## config.mk

```make
export PLATFORM = sky130hd
export DESIGN_NAME = tuner_frame_sequencer
export DESIGN_NICKNAME = d
export VERILOG_FILES = /design/src/rtl/tuner_frame_sequencer.sv
export SDC_FILE = /design/constraint.sdc
export NUM_CORES = 1
export LEC_CHECK = 0
export CAP_MARGIN = 25
export CORE_MARGIN = 2
export CORE_UTILIZATION = 56
export DETAILED_ROUTE_END_ITERATION = 7
export HOLD_SLACK_MARGIN = 0.02
export PLACE_DENSITY = 0.79
export SYNTH_ARGS = -nofsm -noshare
export SYNTH_HDL_FRONTEND = slang
export SYNTH_SLANG_ARGS = --single-unit
```

## constraint.sdc

```tcl
create_clock -name CLOCK_50 -period 6.2 [get_ports CLOCK_50]
set_clock_uncertainty 0.2 [all_clocks]
set_input_delay 1.24 -clock CLOCK_50 [delete_from_list [all_inputs] [get_ports CLOCK_50]]
set_output_delay 1.24 -clock CLOCK_50 [all_outputs]
set_load 0.05 [all_outputs]
```

## src/rtl/tuner_frame_sequencer.sv

```systemverilog
// rtl/tuner_frame_sequencer.sv - frame sequencer between sample FIFO, FFT core and peak search
module tuner_frame_sequencer #(
    parameter int FRAME_LEN = 16384,
    parameter int CNT_W     = 15,
    parameter int TIMEOUT   = 65535
) (
    input  logic             CLOCK_50,
    input  logic             reset,
    input  logic             enable,
    input  logic             buf_empty,
    input  logic             buf_full,
    output logic             fill_req,
    output logic             buf_flush,
    output logic             rdreq,
    input  logic             sink_ready,
    output logic             sink_valid,
    output logic             sink_sop,
    output logic             sink_eop,
    input  logic             source_valid,
    input  logic             source_sop,
    input  logic             source_eop,
    output logic [CNT_W-1:0] bin_index,
    output logic             frame_done,
    output logic             frame_error,
    output logic             busy,
    output logic [15:0]      frame_count
);
    localparam int TO_W = $clog2(TIMEOUT + 1);
    localparam logic [CNT_W-1:0] LAST_IDX = CNT_W'(FRAME_LEN - 1);
    localparam logic [TO_W-1:0]  TO_LAST  = TO_W'(TIMEOUT - 1);

    typedef enum logic [2:0] {
        S_IDLE, S_FILL, S_LOAD, S_WAIT_OUT, S_DRAIN, S_REPORT, S_FLUSH
    } state_t;

    state_t           r_state;
    state_t           w_next;
    logic             w_abort;
    logic             w_beat;
    logic             w_tclr;
    logic             w_tmo;
    logic             w_src_last;
    logic [CNT_W-1:0] r_scnt;
    logic [CNT_W-1:0] r_bin;
    logic [TO_W-1:0]  r_tcnt;
    logic             r_fill_req;
    logic             r_buf_flush;
    logic             r_frame_done;
    logic             r_frame_error;
    logic             r_busy;
    logic [15:0]      r_frame_count;

    // FFT input side is combinational so a beat can issue in the same cycle the FIFO shows data
    assign sink_valid = (r_state == S_LOAD) && !buf_empty;
    assign sink_sop   = sink_valid && (r_scnt == '0);
    assign sink_eop   = sink_valid && (r_scnt == LAST_IDX);
    assign w_beat     = sink_valid && sink_ready;
    assign rdreq      = w_beat;

    assign w_src_last = (r_bin == LAST_IDX);
    assign w_tmo      = (r_tcnt == TO_LAST);
    assign w_tclr     = source_valid &&
                        ((r_state == S_DRAIN) || (r_state == S_WAIT_OUT && source_sop));

    always_comb begin
        w_next  = r_state;
        w_abort = 1'b0;
        case (r_state)
            S_IDLE: begin
                if (enable) w_next = buf_empty ? S_FILL : S_FLUSH;
            end
            S_FILL: begin
                if (buf_full)     w_next = S_LOAD;
                else if (!enable) w_next = S_FLUSH;
            end
            S_LOAD: begin
                if (w_beat && r_scnt == LAST_IDX) w_next = S_WAIT_OUT;
            end
            S_WAIT_OUT: begin
                if (source_valid && source_sop) begin
                    if (source_eop) w_abort = 1'b1;
                    else            w_next  = S_DRAIN;
                end else if (w_tmo) begin
                    w_abort = 1'b1;
                end
            end
            S_DRAIN: begin
                // a missing eop on the last bin is an overrun and aborts like a early eop
                if (source_valid) begin
                    if (source_sop || (source_eop != w_src_last)) w_abort = 1'b1;
                    else if (source_eop)                          w_next  = S_REPORT;
                end else if (w_tmo) begin
                    w_abort = 1'b1;
                end
            end
            S_REPORT: begin
                if (enable) w_next = buf_empty ? S_FILL : S_FLUSH;
                else        w_next = S_IDLE;
            end
            S_FLUSH: w_next = S_IDLE;
            default: w_next = S_IDLE;
        endcase
        if (w_abort) w_next = S_FLUSH;
    end

    always_ff @(posedge CLOCK_50 or posedge reset) begin
        if (reset) begin
            r_state       <= S_IDLE;
            r_fill_req    <= 1'b0;
            r_buf_flush   <= 1'b0;
            r_frame_done  <= 1'b0;
            r_frame_error <= 1'b0;
            r_busy        <= 1'b0;
            r_frame_count <= '0;
            r_scnt        <= '0;
            r_bin         <= '0;
            r_tcnt        <= '0;
        end else begin
            r_state       <= w_next;
            r_fill_req    <= (w_next == S_FILL);
            r_buf_flush   <= (w_next == S_FLUSH);
            r_frame_done  <= (w_next == S_REPORT);
            r_frame_error <= w_abort;
            r_busy        <= (w_next != S_IDLE);
            if (w_next == S_REPORT) r_frame_count <= r_frame_count + 1'b1;

            if (r_state != S_LOAD) r_scnt <= '0;
            else if (w_beat)       r_scnt <= (r_scnt == LAST_IDX) ? '0 : r_scnt + 1'b1;

            if (r_state == S_WAIT_OUT || r_state == S_DRAIN)
                r_tcnt <= w_tclr ? '0 : r_tcnt + 1'b1;
            else
                r_tcnt <= '0;

            if (w_next == S_DRAIN && source_valid)
                r_bin <= r_bin + 1'b1;
            else if (r_state == S_LOAD && w_next == S_WAIT_OUT)
                r_bin <= '0;
        end
    end

    assign fill_req    = r_fill_req;
    assign buf_flush   = r_buf_flush;
    assign frame_done  = r_frame_done;
    assign frame_error = r_frame_error;
    assign busy        = r_busy;
    assign frame_count = r_frame_count;
    assign bin_index   = r_bin;

endmodule

```

==> impl_results.md <==
* CTS tree: built
* Gpl congestion at 0.807
* Total power after layout at approximately 1.3 mW
* Sequential share of the synthesized area at 0.472
* Unique masters post-synth at 54
* CTS Hold Bufs at 0
* Unrepaired setup endpoints after global routing: no
* Post-CTS Setup Inserts at 0
* Worst rel slew slack at 0.498
* ANT cells at 0
* DRC viols at 0
* Vias/cell at between 5 and 6
* Fin crit period at 4.45 ns
* Clock sink count at 70
* H-tree depth at 3
* Total track usage at 0.229
* Core area at between 0.006 and 0.007 mm2
* Critical path buffers and inverters at 2
* Fin crit share at 0.718
* FFs w/ async S/R, synth at 1.00
* P_leak at ~1.9 nW
* Met2 wire len at 3620 um
* Die width at 85.4 um
* Critical path arrival at around 3.0 ns
* Total CTS buffers at 9
* Worst-path cell chain: clkdlybuf4s50_1 > nand2b_1 > nor2_1 > clkdlybuf4s50_1
* I/O Pins at 49
* # setup viols final at 0
* Setup Crit Path Kind: input pin to output port
* Longest Clk Path Bufs at 2
* Average size of a mapped cell at between 9 and 10 um2
* Top-count cell post-synth: dfrtp_1
* Post-DP HPWL at around 5400 um
* Hold Path Class: flop to flop
* Final hold violations at 0
* Via count at 3027
* Most common library cells after synthesis: dfrtp_1 (70), nor2_1 (58), nand2_1 (41)
* Final slew viol count at 0
* Nets at about 460
* Vias in the first global route at between 2000 and 3000
* Maxcap violations at 0
* Port-buffer cells at 48
* Synth Register Bits at 70
* Root Driver: clkbuf_8
* Clock latency on the worst-skew pair at ~0.34 ns
* Worst setup EP type: output port
* Ranking of synthesized cells by area: dfrtp_1 (47%), nor2_1 (5.9%), xor2_1 (5.2%)
* Initial antenna violation count at 0
* Area grow syn2layout at 20.4%
* Fmax at around 0.22 GHz
* Max incr delay on CP at approximately 0.83 ns
* Routed wire per std cell at 14.9 um
* Largest delay contributor family on the critical path: buffers and inverters
* Final wirelength at between 7000 and 8000 um
* DRT iter0 DRCs at 129
* DR top layer: met4
* Synth Instances at 391
* Post-CTS resize count at 0
* Total congestion overflow at 0
* CP Launch Type: input pin
* Slowest-stage cell, CP: clkdlybuf4s50_1
* Syn_nets at around 410
* PwrDens at about 300 mW/mm2
* Max IR drop VDD at ~0.19 mV
* First-pass GRT wire length at between 10000 and 15000 um
* Status: finished clean
* Post-synth EDFFs at 0
* Crit-path max FO at 7
* Site Rows at 29
* First-pass DRT Iterations at 5
* Largest area contributor in the netlist: dfrtp_1
* Post-Synthesis Cell Area at 0.00371 mm2
* Synthesis Warnings at 0
* Synth top area share at 0.472
* Detail Route met3 WL at about 350 um
* Post-DRT Antenna Nets at 0
* Critical path's most frequent cell: clkdlybuf4s50_1
* Share of cells above drive strength 1 at 0.0714
* Synth Flop Type: dfrtp_1
* Required @ worst endpoint at around 4.8 ns
* Largest net degree at the start of global routing at 61
* Starting Density at 0.581
* Die Ht at around 85 um
* M1 wire length at ~3700 um
* Die area at 0.00730 mm2
* Reg clk slew, reported paths at 0.07 ns
* Least-Margin Pin Slew at 0.752 ns
* Final setup TNS at 0 ns
-- metrics by stage --
stage | cells | hold slack, ns | util | setup WS [ns] | cell area (um2)
2_1_floorplan | 391 | 0.246 | - | 2.42 | 3710
3_3_place_gp | 509 | 0.263 | 0.666 | 1.78 | 4250
3_5_place_dp | 509 | 0.262 | 0.666 | 1.74 | 4250
4_1_cts | 525 | 0.277 | 0.700 | 1.74 | 4470
5_1_grt | 525 | 0.305 | 0.700 | 1.62 | 4470
6_report | 525 | 0.275 | 0.700 | 1.75 | 4470
-- sequential cells by signal, summed over array words and instances (netlist names) --
signal / count
bin_index: 15
buf_flush: 1
busy: 1
fill_req: 1
frame_count: 16
frame_done: 1
frame_error: 1
r_scnt: 15
r_state: 3
r_tcnt: 16
-- metal layers --
metal,vias to the layer above,GRT usage
met1,1454,0.313
li1,1480,-
met3,17,0.0486
met4,0,0.110
met5,-,0
met2,76,0.351
-- power breakdown --
group / leakage (nW) / switching, mW / internal, mW
Combinational: 0.807 / 0.277 / 0.135
Clock: 0.115 / 0.167 / 0.229
Sequential: 0.960 / 0.0473 / 0.489
Total: 1.88 / 0.491 / 0.853
-- layout make-up --
| type | instances | area (um2) |
|---|---|---|
| sequential | 70 | 1750 |
| clock buffer | 13 | 179 |
| inverter | 15 | 56.3 |
| clock inverter | 3 | 40.0 |
| timing repair buffer | 49 | 488 |
| multi-input combinational | 298 | 1860 |
| tap | 77 | 96.3 |
| fill | 490 | 1920 |
-- cell usage in the layout (no fill, tap or decap), types with 2 or more instances in the layout --
| cell | count |
|---|---|
| nand2_1 | 41 |
| a221o_1 | 10 |
| xnor2_1 | 20 |
| nand4_1 | 19 |
| clkinv_2 | 2 |
| and3_1 | 6 |
| mux2_2 | 2 |
| clkdlybuf4s50_1 | 48 |
| xor2_1 | 22 |
| nor2b_1 | 7 |
| and4_1 | 2 |
| inv_1 | 13 |
| a211oi_1 | 2 |
| nand2b_1 | 4 |
| or3_1 | 3 |
| nor3_1 | 22 |
| nor4_1 | 5 |
| nand3_1 | 20 |
| o21ai_0 | 4 |
| nand3b_1 | 4 |
| mux2i_1 | 2 |
| a21oi_1 | 5 |
| and2_1 | 4 |
| dfrtp_1 | 70 |
| inv_2 | 2 |
| a22o_1 | 3 |
| clkbuf_8 | 13 |
| or2_2 | 3 |
| a21o_1 | 2 |
| nor2_1 | 58 |
| ha_1 | 6 |
-- worst reg2reg max path: cells and delay by family (launching register included) --
kind | cells | cell delay, ns
multiplexers | 1 | 0.28
adder cells (fa/ha/maj) | 1 | 0.27
flip-flops | 1 | 0.44
AO/OA/AOI/OAI | 1 | 0.59
AND/OR/NAND/NOR | 4 | 1.47
-- kinds of logic after synthesis --
family / Yosys count / synth area share
xor gates and xnor gates: 42 / 0.0991
and+or+nand+nor: 207 / 0.281
adders and majority gates: 7 / 0.0233
AOI/OAI and AO/OA: 38 / 0.0856
DFF: 70 / 0.472
buffers and inverters: 23 / 0.0276
muxes: 4 / 0.0115
-- path summary, 6_finish.rpt --
path | start | end | slack, ns | depth (start not counted)
worst max-delay path | buf_empty | rdreq | 1.75 | 4
max in group asynchronous | reset | buf_flush | 3.87 | 3
worst min register to register | frame_count[15] | frame_count[15] | 0.27 | 1
worst min-delay path | frame_count[15] | frame_count[15] | 0.27 | 1
min in group asynchronous | reset | frame_count[15] | 0.93 | 2
worst max register to register | bin_index[1] | bin_index[0] | 2.89 | 7
Power figures use the tool's default switching activity.
